## src/rtl/gnrl_vr_fifo.sv

```systemverilog
// General-purpose valid/ready FIFO with 1-cycle fall-through and a zero-masked output bus.
// Depth need not be a power of two; pointers wrap by explicit compare against DP-1.
module gnrl_vr_fifo #(
    parameter int unsigned DW        = 32,
    parameter int unsigned DP        = 4,
    parameter bit          CUT_READY = 1'b1
) (
    input  logic                       clk,
    input  logic                       reset,
    input  logic                       i_vld,
    output logic                       i_rdy,
    input  logic [DW-1:0]              i_dat,
    output logic                       o_vld,
    input  logic                       o_rdy,
    output logic [DW-1:0]              o_dat,
    output logic [$clog2(DP+1)-1:0]    count
);

    localparam int unsigned CW = $clog2(DP + 1);
    localparam int unsigned PW = $clog2(DP);

    localparam logic [CW-1:0] CNT_FULL = CW'(DP);
    localparam logic [CW-1:0] CNT_ONE  = CW'(1);
    localparam logic [PW-1:0] PTR_LAST = PW'(DP - 1);
    localparam logic [PW-1:0] PTR_ONE  = PW'(1);
    localparam logic [PW:0]   PTR_LIM  = (PW + 1)'(DP);

    logic [DW-1:0] mem [DP];
    logic [PW-1:0] wptr;
    logic [PW-1:0] rptr;
    logic          push;
    logic          pop;
    logic          not_full;

    assign not_full = (count != CNT_FULL);
    assign o_vld    = (count != '0);
    assign push     = i_vld & i_rdy;
    assign pop      = o_vld & o_rdy;

    always_comb begin
        i_rdy = not_full;
        if (!CUT_READY) begin
            i_rdy = not_full | o_rdy;
        end
    end

    // Masked so uninitialised storage never appears on the bus, valid or not.
    always_comb begin
        o_dat = '0;
        if (o_vld) begin
            o_dat = mem[rptr];
        end
    end

    always_ff @(posedge clk) begin
        if (push) begin
            mem[wptr] <= i_dat;
        end
    end

    always_ff @(posedge clk or posedge reset) begin
        if (reset) begin
            wptr <= '0;
        end else if (push) begin
            wptr <= (wptr == PTR_LAST) ? '0 : wptr + PTR_ONE;
        end
    end

    always_ff @(posedge clk or posedge reset) begin
        if (reset) begin
            rptr <= '0;
        end else if (pop) begin
            rptr <= (rptr == PTR_LAST) ? '0 : rptr + PTR_ONE;
        end
    end

    always_ff @(posedge clk or posedge reset) begin
        if (reset) begin
            count <= '0;
        end else begin
            case ({push, pop})
                2'b10:   count <= count + CNT_ONE;
                2'b01:   count <= count - CNT_ONE;
                default: count <= count;
            endcase
        end
    end

    a_count_range: assert property (@(posedge clk) disable iff (reset) count <= CNT_FULL);
    a_wptr_range:  assert property (@(posedge clk) disable iff (reset) {1'b0, wptr} < PTR_LIM);
    a_rptr_range:  assert property (@(posedge clk) disable iff (reset) {1'b0, rptr} < PTR_LIM);
    a_odat_known:  assert property (@(posedge clk) disable iff (reset) !$isunknown(o_dat));

endmodule

```

## config.mk

```make
export PLATFORM = sky130hd
export DESIGN_NAME = gnrl_vr_fifo
export DESIGN_NICKNAME = d
export VERILOG_FILES = /design/src/rtl/gnrl_vr_fifo.sv
export SDC_FILE = /design/constraint.sdc
export NUM_CORES = 1
export LEC_CHECK = 0
export BUFFER_PORTS_ARGS = -buffer_cell sky130_fd_sc_hd__clkbuf_2
export CAP_MARGIN = 30
export CORE_UTILIZATION = 61
export DETAILED_ROUTE_END_ITERATION = 12
export GPL_TIMING_DRIVEN = 0
export PLACE_DENSITY = 0.9
export SLEW_MARGIN = 20
export SYNTH_ARGS = -nofsm -noshare
export SYNTH_HDL_FRONTEND = slang
export SYNTH_SLANG_ARGS = --single-unit
```

## constraint.sdc

```tcl
create_clock -name clk -period 5.2 [get_ports clk]
set_input_delay 0.26 -clock clk [delete_from_list [all_inputs] [get_ports clk]]
set_output_delay 0.26 -clock clk [all_outputs]
set_load 0.1 [all_outputs]
```

**After elaboration in Yosys (flattened, before gate mapping)**

Memory sizes are Yosys's and may differ from the RTL's.
Index checks and enable logic that the tools add are counted.

- Bits in latches: 0
- ROM bits: 0
- Bits in writable memories: 128
- Memories kept: 1
- Output and inout bits: 37
- Bits in registers: 7
- Logic and storage cells: 23

Memory list:

| name | words | width | rd ports | clocked after Yosys merged registers in | wr ports | line | text |
|---|---|---|---|---|---|---|---|
| mem | 4 | 32 | 1 | 0 | 1 | 28 | `logic [DW-1:0] mem [DP];` |

- $lt $le $gt $ge: 0
- Equal/unequal tests: 5
- Multiply operators: 0
- Reduce and logical (&&, ||, !) cells: 2
- Multiplexer cells: 6
- Div/mod/pow operators: 0
- $add $sub $neg: 4
- Shifts and indexed selects: 0
- Bitwise operators: 2

Operators by type and width:

| kind | number |
|---|---|
| two-way mux 32 bit | 1 |
| == test 2 bit (second input constant) | 3 |
| one-hot mux 3 bit (2 select lines) | 1 |
| adder 2 x 1 -> 2 bit (second input constant) | 2 |
| two-way mux 2 bit | 2 |
| adder 3 x 1 -> 3 bit (second input constant) | 1 |
| != test 3 bit (second input constant) | 1 |
| nonzero test 3 bit | 1 |
| subtractor 3 x 1 -> 3 bit (second input constant) | 1 |
| bitwise AND 1 bit | 2 |
| == test 2 x 1 -> 1 bit (second input constant) | 1 |
| two-way mux 1 bit | 2 |
| nonzero test 2 bit | 1 |

**Logic depth before layout (Yosys ltp)**

- Word-level depth: 4
- Mapped depth: 9

**Least setup slack after synthesis**

OpenSTA, ideal clock, no wires.

- Path type: register to output
- Start: register count[0]
- End: output port o_dat[22]
- Path buffers: 1
- Cell stages (with the launch flop): 4
- Arrival time: 3.108 ns
- Setup slack: 1.832 ns
- Data required time: 4.940 ns
- Cells stage by stage: dfrtp_1 > or3_4 > clkbuf_1 > and2_1

- Longest elaborated chain between the ends: 2

RTL lines:

| what | line | text |
|---|---|---|
| start: declaration | 16 | `output logic [$clog2(DP+1)-1:0] count` |
| start signal: assignment | 82 | `2'b10: count <= count + CNT_ONE;` |
| start signal: assignment | 83 | `2'b01: count <= count - CNT_ONE;` |
| start signal: assignment | 84 | `default: count <= count;` |
| nonzero test 3 bit | 36 | `assign o_vld = (count != '0);` |
| net o_vld | 13 | `output logic o_vld,` |
| two-way mux 32 bit | 50 | `if (o_vld) begin` |
| end: declaration | 15 | `output logic [DW-1:0] o_dat,` |

The timed path passes the listed nets, and every way through them passes these cells.

**Worst setup path after layout**

- Start: register rptr[1]
- End: output port o_dat[15]

- Longest elaborated chain between the ends: 2

RTL lines:

| what | line | text |
|---|---|---|
| start: declaration | 30 | `logic [PW-1:0] rptr;` |
| start signal: assignment | 73 | `rptr <= (rptr == PTR_LAST) ? '0 : rptr + PTR_ONE;` |
| memory read (4 x 32 bit) | n/a |  |
| two-way mux 32 bit | 50 |  |

Every way passes these cells.

==> results.json <==
{
  "status": "finished clean",
  "synth.avg_cell_area_um2": 21.9,
  "clock_skew_ps": 9.69,
  "reg2reg_to": "count[2]",
  "grt.total_usage": 0.255,
  "cts_root_buf": "clkbuf_8",
  "regToRegSetupSlack_ps": 2830,
  "die_height_um": 95.3,
  "worst_r2r_path_depth": 9,
  "setup-tns-final_ps": 0,
  "syn_inst": 243,
  "crit_end": "o_dat[15]",
  "postRouteAntennaNets": 0,
  "synth_area_leaders": "edfxtp_1, mux4_2, and2_1, dfrtp_1, ha_1",
  "post-route-util": 0.800,
  "relSlewSlack": 0.408,
  "finalCritPeriodShare": 0.536,
  "grt_pass1_wl_um": 15400,
  "grt_pass1_vias": 2861,
  "setup_viol": 0,
  "mostFrequentLayoutCell": "edfxtp_1",
  "cts_resized": 0,
  "yosysTopAreaCellShare": 0.723,
  "dp_hpwl_um": 5620,
  "io_pins": 73,
  "fillCellCount": 403,
  "cts_made_buffers": 17,
  "syn_to_final_growth_pct": 25.5,
  "clock.fmax_ghz": 0.359,
  "synth_area_um2": 5310,
  "fin_nets": 410,
  "yosysWarnings": 0,
  "grt_start_max_net_pins": 33,
  "antenna_found_initial": 0,
  "grt-ovfl-total": 0,
  "hold_viol": 0,
  "htreeDepth": 4,
  "wirelength_um": 10500,
  "die_w_um": 95.3,
  "rr_startpoint": "count[0]",
  "num_vias": 2789,
  "synth-seq-cells": 135,
  "clkTransAtPathRegs_ps": 60,
  "rsz0062_at_grt": "false",
  "cp_max_fo": 10,
  "yosysTopAreaCell": "edfxtp_1",
  "drtIter0Drc": 119,
  "cp-end-kind": "primary output",
  "diodes": 0,
  "cp_data_arrival_time_ps": 2530,
  "design.die.area_um2": 9090,
  "tightest_slew_ps": 888,
  "ys_types": 19,
  "holdCritPathClass": "primary input to flip-flop",
  "clk-insertion-delay-late_ps": 520,
  "initial_core_util": 0.637,
  "finalWorstSetupSlack_ps": 2410,
  "cp-start-kind": "flip-flop",
  "drc": 0,
  "drtPass1Iterations": 4,
  "syn-num-nets": 286,
  "dp_cells": 420,
  "gp_congestion": 0.750,
  "max_cap_viol_count": 0,
  "report.final.slew_viol_count": 0,
  "core_area_um2": 8340,
  "cp.required_ps": 4940,
  "finalNonFillerCells": 485,
  "clockBufferDepth": 2,
  "cts_tree": "yes",
  "dpl_worst_slack_ps": 2870,
  "cts.sink_count": 135,
  "worstSetupPathType": "flip-flop to primary output",
  "final_cell_mix": "edfxtp_1, clkbuf_2, dlygate4sd3_1",
  "wl_per_cell_um": 21.6,
  "drive_above_1_share": 0.403,
  "port_buffers": 72,
  "fp-row-count": 33,
  "ys_seq_area_frac": 0.756,
  "startpoint": "rptr[1]",
  "viasPerCell": 5.75,
  "fin_crit_ps": 2790
}
## critical path: stages (launching register included)
cell,delay [ps]
dfrtp_1,370
clkbuf_1,310
buf_2,370
mux4_2,400
and2_1,190
clkbuf_2,370
## how the worst min path moves through the flow
stage,startpoint,endpoint,slack (ps),cells past startpoint
2_1_floorplan,reset,count[0],60,1
3_3_place_gp,reset,wptr[0],190,2
3_5_place_dp,reset,rptr[1],200,2
4_1_cts,i_vld,wptr[0],150,3
5_1_grt,o_rdy,rptr[1],170,3
6_report,i_vld,wptr[0],190,3
## registers in the layout (all words and copies together), names as in the netlist
signal,cells
wptr,2
rptr,2
mem,128
count,3
## synthesized netlist by cell type
cell      instances
and2_1           32
and2_4            2
and3_2            4
buf_2             3
buf_6             4
clkbuf_1          4
dfrtp_1           7
edfxtp_1        128
fa_1              1
ha_1              6
inv_1             7
mux2_4            4
mux2i_1           1
mux4_2           32
nor2_1            3
or3_4             1
or3b_4            1
xnor2_1           1
xor2_1            2
## cell families after synthesis
family / count (synthesis) / synth area share
adders and majority gates: 7 / 0.0179
xor gates and xnor gates: 3 / 0.00495
DFF: 135 / 0.756
buffers and inverters: 18 / 0.0191
muxes: 37 / 0.149
and+or+nand+nor: 43 / 0.0530
## metal layers
layer  part of all wire  track usage  routed length [um]
met2               0.52        0.415                5500
met1               0.39        0.304                4060
met5                  0            0                   0
met4              0.033        0.144                 346
met3              0.056       0.0758                 591
## cell type report
class                   count  area [um2]  area share
clock buffers              18         418      0.0627
flip-flops and latches    135        4020       0.603
repair buffers            105         691       0.104
plain buffers              11        75.1      0.0113
inverters                   7        26.3     0.00394
multi-input cells          90        1190       0.179
clock inverters            14         116      0.0174
well taps                 105         131      0.0197
## stage by stage
step	hold slack, ps	area, um2
after global routing	166	6670
after global placement	189	5810
final	185	6670
after CTS	154	6670
after detailed placement	195	5810
after floorplan	63.4	5310
## repair_timing
item	CTS	global route
buffers inserted	0	0
hold buffers	33	0
endpoints found under the hold margin	135	0
Power is left out: the tool's default activity adds up to more than one toggle a clock period on the data nets, which glitch-free logic cannot reach.
